`config.mk`:
```
export PLATFORM = sky130hd
export DESIGN_NAME = bnn_sram_arbiter_flat
export DESIGN_NICKNAME = d
export VERILOG_FILES = /design/src/rtl/bnn_sram_arbiter_if.sv /design/src/rtl/bnn_sram_arbiter.sv /design/src/flat_wrapper.sv
export SDC_FILE = /design/constraint.sdc
export NUM_CORES = 1
export LEC_CHECK = 0
export BUFFER_PORTS_ARGS = -buffer_cell sky130_fd_sc_hd__buf_2
export CORE_UTILIZATION = 30
export CTS_BUF_LIST = sky130_fd_sc_hd__clkbuf_16
export CTS_CLUSTER_DIAMETER = 80
export DETAILED_ROUTE_END_ITERATION = 8
export GPL_ROUTABILITY_DRIVEN = 0
export SKIP_CTS_REPAIR_TIMING = 1
export SYNTH_ARGS = -nofsm -noshare
export SYNTH_HDL_FRONTEND = slang
export SYNTH_SLANG_ARGS = --single-unit
```
`constraint.sdc`:
```
create_clock -name clk -period 3 [get_ports clk]
set_input_delay 0.3 -clock clk [delete_from_list [all_inputs] [get_ports clk]]
set_output_delay 0.3 -clock clk [all_outputs]
set_load 0.02 [all_outputs]
```
`src/rtl/bnn_sram_arbiter_if.sv`:
```
// bnn_sram_arbiter_if: core, host and SRAM-side signals of the data SRAM arbiter
//   slave  : arbiter view (takes requests, drives grants, read returns and SRAM controls)
//   master : environment view (core, host and SRAM macro)
interface bnn_sram_arbiter_if #(
  parameter int ADDR_W = 13,
  parameter int DATA_W = 16
);
  logic [ADDR_W+1:0] core_ctrl;
  logic [DATA_W-1:0] core_wdata;
  logic              core_stall;
  logic [DATA_W-1:0] core_rdata;
  logic              core_rvalid;
  logic              host_req;
  logic              host_we;
  logic [ADDR_W-1:0] host_addr;
  logic [DATA_W-1:0] host_wdata;
  logic              host_gnt;
  logic [DATA_W-1:0] host_rdata;
  logic              host_rvalid;
  logic [ADDR_W+1:0] sram_ctrl;
  logic [DATA_W-1:0] sram_wdata;
  logic [DATA_W-1:0] sram_rdata;
  modport slave (
    input  core_ctrl, core_wdata, host_req, host_we, host_addr, host_wdata, sram_rdata,
    output core_stall, core_rdata, core_rvalid, host_gnt, host_rdata, host_rvalid, sram_ctrl, sram_wdata
  );
  modport master (
    output core_ctrl, core_wdata, host_req, host_we, host_addr, host_wdata, sram_rdata,
    input  core_stall, core_rdata, core_rvalid, host_gnt, host_rdata, host_rvalid, sram_ctrl, sram_wdata
  );
endinterface

```
`src/rtl/bnn_sram_arbiter.sv`:
```
// bnn_sram_arbiter: shares the single-port data SRAM between the core port (priority) and a host preload port
//   clk, rst : clock, asynchronous active-high reset
//   bus      : core_ctrl/core_wdata/core_stall/core_rdata/core_rvalid (core port),
//              host_req/host_we/host_addr/host_wdata/host_gnt/host_rdata/host_rvalid (host port),
//              sram_ctrl/sram_wdata (registered SRAM drive), sram_rdata (SRAM output)
module bnn_sram_arbiter #(
  parameter int          ADDR_W       = 13,
  parameter int          DATA_W       = 16,
  parameter int unsigned STARVE_LIMIT = 8,
  parameter int          CNT_W        = 4
) (
  input logic                  clk,
  input logic                  rst,
  bnn_sram_arbiter_if.slave    bus
);
  localparam logic [CNT_W-1:0] LIM = CNT_W'(STARVE_LIMIT);
  logic              w_core_req, w_force, w_host_gnt, w_core_gnt, w_rd;
  logic [CNT_W-1:0]  r_wait_cnt;
  logic [ADDR_W+1:0] r_ctrl;
  logic [DATA_W-1:0] r_wdata;
  // read tag pipe: bit 0 = access cycle, bit 1 = return cycle; r_tag_h marks host ownership
  logic [1:0]        r_tag_v, r_tag_h;
  always_comb begin
    w_core_req = ~bus.core_ctrl[ADDR_W];
    w_force    = (STARVE_LIMIT != 0) && (r_wait_cnt >= LIM);
    w_host_gnt = bus.host_req && (w_force || !w_core_req);
    w_core_gnt = w_core_req && !w_host_gnt;
    w_rd       = w_host_gnt ? !bus.host_we : (w_core_gnt && bus.core_ctrl[ADDR_W+1]);
  end
  always_ff @(posedge clk or posedge rst)
    if (rst) r_wait_cnt <= '0;
    else if (!bus.host_req || w_host_gnt) r_wait_cnt <= '0;
    else if (r_wait_cnt != '1) r_wait_cnt <= r_wait_cnt + 1'b1;
  // idle keeps the last address/wdata so the SRAM pins only toggle CEN/WEN
  always_ff @(posedge clk or posedge rst)
    if (rst) begin
      r_ctrl  <= {2'b11, {ADDR_W{1'b0}}};
      r_wdata <= '0;
    end else if (w_host_gnt) begin
      r_ctrl  <= {~bus.host_we, 1'b0, bus.host_addr};
      r_wdata <= bus.host_wdata;
    end else if (w_core_gnt) begin
      r_ctrl  <= bus.core_ctrl;
      r_wdata <= bus.core_wdata;
    end else
      r_ctrl[ADDR_W+1:ADDR_W] <= 2'b11;
  always_ff @(posedge clk or posedge rst)
    if (rst) begin
      r_tag_v <= '0;
      r_tag_h <= '0;
    end else begin
      r_tag_v <= {r_tag_v[0], w_rd};
      r_tag_h <= {r_tag_h[0], w_host_gnt};
    end
  assign bus.core_stall  = w_core_req && w_host_gnt;
  assign bus.host_gnt    = w_host_gnt;
  assign bus.sram_ctrl   = r_ctrl;
  assign bus.sram_wdata  = r_wdata;
  assign bus.core_rdata  = bus.sram_rdata;
  assign bus.host_rdata  = bus.sram_rdata;
  assign bus.core_rvalid = r_tag_v[1] && !r_tag_h[1];
  assign bus.host_rvalid = r_tag_v[1] && r_tag_h[1];
endmodule

```
`src/flat_wrapper.sv`:
```
// flat-port wrapper written by rule: the top's interface ports become plain ports
module bnn_sram_arbiter_flat 
#(
  parameter int          ADDR_W       = 13,
  parameter int          DATA_W       = 16,
  parameter int unsigned STARVE_LIMIT = 8,
  parameter int          CNT_W        = 4
)
  (clk, rst, bus_core_ctrl, bus_core_wdata, bus_host_req, bus_host_we, bus_host_addr, bus_host_wdata, bus_sram_rdata, bus_core_stall, bus_core_rdata, bus_core_rvalid, bus_host_gnt, bus_host_rdata, bus_host_rvalid, bus_sram_ctrl, bus_sram_wdata);
  bnn_sram_arbiter_if #(.ADDR_W(ADDR_W), .DATA_W(DATA_W)) bus_i ();
  input logic clk;
  input logic rst;
  input wire logic [$bits(bus_i.core_ctrl)-1:0] bus_core_ctrl;
  input wire logic [$bits(bus_i.core_wdata)-1:0] bus_core_wdata;
  input wire logic [$bits(bus_i.host_req)-1:0] bus_host_req;
  input wire logic [$bits(bus_i.host_we)-1:0] bus_host_we;
  input wire logic [$bits(bus_i.host_addr)-1:0] bus_host_addr;
  input wire logic [$bits(bus_i.host_wdata)-1:0] bus_host_wdata;
  input wire logic [$bits(bus_i.sram_rdata)-1:0] bus_sram_rdata;
  output wire logic [$bits(bus_i.core_stall)-1:0] bus_core_stall;
  output wire logic [$bits(bus_i.core_rdata)-1:0] bus_core_rdata;
  output wire logic [$bits(bus_i.core_rvalid)-1:0] bus_core_rvalid;
  output wire logic [$bits(bus_i.host_gnt)-1:0] bus_host_gnt;
  output wire logic [$bits(bus_i.host_rdata)-1:0] bus_host_rdata;
  output wire logic [$bits(bus_i.host_rvalid)-1:0] bus_host_rvalid;
  output wire logic [$bits(bus_i.sram_ctrl)-1:0] bus_sram_ctrl;
  output wire logic [$bits(bus_i.sram_wdata)-1:0] bus_sram_wdata;
  assign bus_i.core_ctrl = bus_core_ctrl;
  assign bus_i.core_wdata = bus_core_wdata;
  assign bus_i.host_req = bus_host_req;
  assign bus_i.host_we = bus_host_we;
  assign bus_i.host_addr = bus_host_addr;
  assign bus_i.host_wdata = bus_host_wdata;
  assign bus_i.sram_rdata = bus_sram_rdata;
  assign bus_core_stall = bus_i.core_stall;
  assign bus_core_rdata = bus_i.core_rdata;
  assign bus_core_rvalid = bus_i.core_rvalid;
  assign bus_host_gnt = bus_i.host_gnt;
  assign bus_host_rdata = bus_i.host_rdata;
  assign bus_host_rvalid = bus_i.host_rvalid;
  assign bus_sram_ctrl = bus_i.sram_ctrl;
  assign bus_sram_wdata = bus_i.sram_wdata;
  bnn_sram_arbiter #(.ADDR_W(ADDR_W), .DATA_W(DATA_W), .STARVE_LIMIT(STARVE_LIMIT), .CNT_W(CNT_W)) u_core (.clk(clk), .rst(rst), .bus(bus_i));
endmodule
```
==> results.cfg <==
[logic_synthesis]
synth_compound_gate_area_share = 0.229
synth_xor_area_frac = 0.00375
synth_area_mm2 = 0.00233
synth_top_family_by_area = compound AO/OA/AOI/OAI gates
synth_nets = 315
synthMuxAreaShare = 0
synth.distinct_cells = 24
ys_seq_area_frac = 0.419
syn_inst = 233
syn_area_per_cell_um2 = 10.0
synth_simple_gate_area_share = 0.151
ys_ff_latch = 39
synth-edff-count = 0
ys_async_sr_fraction = 1.00
synthFlopType = dfrtp_1
yosys_warnings = 0
synthAdderAreaFrac = 0.0107

[run_status]
status = complete, no violations

[global_routing]
grt_max_degree = 92
first_global_vias = 1751
antenna_found_initial = 0
grt_overflow = 0
grt_pass1_wl_um = 8510
grt_usage = 0.131

[die]
dieWidth_um = 90.2
core_area_mm2 = 0.00737
ios = 147
start_util = 0.317
die_y_um = 90.2
num_rows = 31
die_area_mm2 = 0.00814

[worst_setup_path]
crit_fanout = 17
critPathRequiredTime_ps = 2700
crit_buf_inv = 2
rr_worst_depth = 4
endpoint = bus_host_gnt
critical_path_class = register to primary output
slowest_stage = o21ai_2
path_cells = o21ai_2 -> inv_1 -> buf_2
r2r_end = u_core.bus.sram_wdata[2]
critPathLaunchType = register
crit_family = compound AO/OA/AOI/OAI gates
arrival_ps = 1740
crit_path_max_incr_delay_ps = 680
crit_path_start = u_core.r_wait_cnt[3]
ff2ff_setup_slack_ps = 1250
crit_path_end_kind = primary output
crit_cells = 3
r2r-start = u_core.r_wait_cnt[3]

[route]
via_count = 1875
dr.pass1.iters = 4
wl_per_cell_um = 13.7
routed_via_density = 4.81
routed_wl_um = 5340
drc = 0
dr.first_iter.drc_count = 55
antenna_left = 0

[clock_network]
ctsRootBufferMaster = clkbuf_16
cts.sinks = 39
clk_pin_slew_ps = 60
cts_tree = done
htree_levels = 2
cts_buffers = 5
ctsLongestPathBuffers = 2
clkLatencyLatePin_ps = 280

[cells_and_area]
nets = 372
drive_gt1_frac = 0.402
synthToLayoutAreaGrowth_pct = 16.0
antenna_cells = 0

[timing]
slew_violations = 0
tightest_slew_ps = 845
setup_viol = 0
fin_worst_hold_slack_ps = 3.84
finalCritPeriodShare = 0.679
rsz0062_at_grt = false
hold_viol = 0
max_slew_margin = 0.437
min_period_ps = 2040
fmax_mhz = 491
tns_ps = 0
clock_skew_ps = 7.37

[power]
ir_worst_vdd_mv = 0.242
pwr-share-clk = 0.364
pwr-share-seq = 0.433
p_sw_mw = 0.396
p_leak_nw = 1.23
p_int_mw = 0.990
p_comb_frac = 0.204
p_per_area_mw_per_mm2 = 512
swShare = 0.286

[placed_design]
portBuffers = 98
hpwl_um = 3640

[flow_run]
drv_cap = 0

[worst_hold_path]
hp-class = input port to asynchronous set/reset pin
[layer usage]
metal	routed length, um	part of all wire	up-vias	GRT usage
li1	-	-	917	-
met4	87	0.016	0	0.0538
met1	2400	0.45	875	0.166
met5	0	0	-	0
met3	361	0.068	12	0.0389
met2	2490	0.47	71	0.207
[cell usage after synthesis, types with 2 or more instances]
cell type,n,share of area
dfrtp_1,37,0.40
nor2_1,34,0.055
buf_4,33,0.11
nor2b_1,30,0.080
a211oi_1,29,0.093
o32ai_1,24,0.090
buf_6,10,0.048
buf_2,5,0.011
inv_1,5,0.0080
o32ai_2,5,0.035
clkbuf_1,4,0.0064
nand2_1,3,0.0048
dfstp_2,2,0.023
ha_1,2,0.011
[flip-flops by register name, summed over array words and instances (netlist names)]
register,flops
u_core.bus.sram_wdata,16
u_core.bus.sram_ctrl,15
u_core.r_wait_cnt,4
u_core.r_tag_h,2
u_core.r_tag_v,2
[cell families after synthesis]
family	count (synthesis)
buf+inv	58
fa+ha+maj	2
compound gates	62
xor+xnor	1
simple gates	71
flops	39
[cells in the final DEF (no fill, tap or decap), types with 2 or more instances in the layout]
cell type,n
buf_2,98
buf_4,5
dfrtp_1,37
clkbuf_16,5
inv_1,5
o32ai_1,24
nor2b_1,30
o32ai_2,5
a211oi_1,29
clkinv_1,2
nand2_1,3
ha_1,2
dfstp_2,2
nor2_1,34
[through the flow]
step	cell area [um^2]	util	worst slack, ps	cells	power [mW]
2_1_floorplan	2330	-	1700	233	0.852
3_3_place_gp	2570	0.349	1240	382	0.889
3_5_place_dp	2570	0.349	1240	382	0.894
4_1_cts	2710	0.367	970	390	1.41
5_1_grt	2710	0.367	851	390	1.46
6_report	2710	0.367	964	390	1.39
[power groups by stage]
stage                     clock [mW]  combinational, mW  sequential, mW
after floorplan                    0              0.193           0.660
after global placement             0              0.282           0.608
after detailed placement           0              0.285           0.608
after CTS                      0.523              0.286           0.600
after global routing           0.543              0.309           0.606
final                          0.504              0.282           0.599
[cell type report]
cell class	count	area, um^2
Timing Repair Buffer	103	528
Clock inverter	3	12.5
Inverter	5	18.8
Multi-Input combinational cell	136	921
Clock buffer	5	125
Fill cell	776	4660
Tap cell	99	124
Sequential cell	39	978
[worst min path at each step]
| stage | startpoint | end | slack [ps] | depth (start not counted) |
|---|---|---|---|---|
| 3_3_place_gp | rst | u_core.bus.sram_ctrl[0] | 310 | 2 |
| 6_report | rst | u_core.bus.sram_wdata[14] | 4 | 2 |
| 2_1_floorplan | u_core.r_tag_h[0] | u_core.r_tag_h[1] | 330 | 0 |
| 3_5_place_dp | rst | u_core.bus.sram_ctrl[0] | 310 | 2 |
| 5_1_grt | rst | u_core.bus.sram_wdata[14] | 40 | 2 |
| 4_1_cts | rst | u_core.bus.sram_wdata[14] | 10 | 2 |
(Power assumes the default switching activity.)
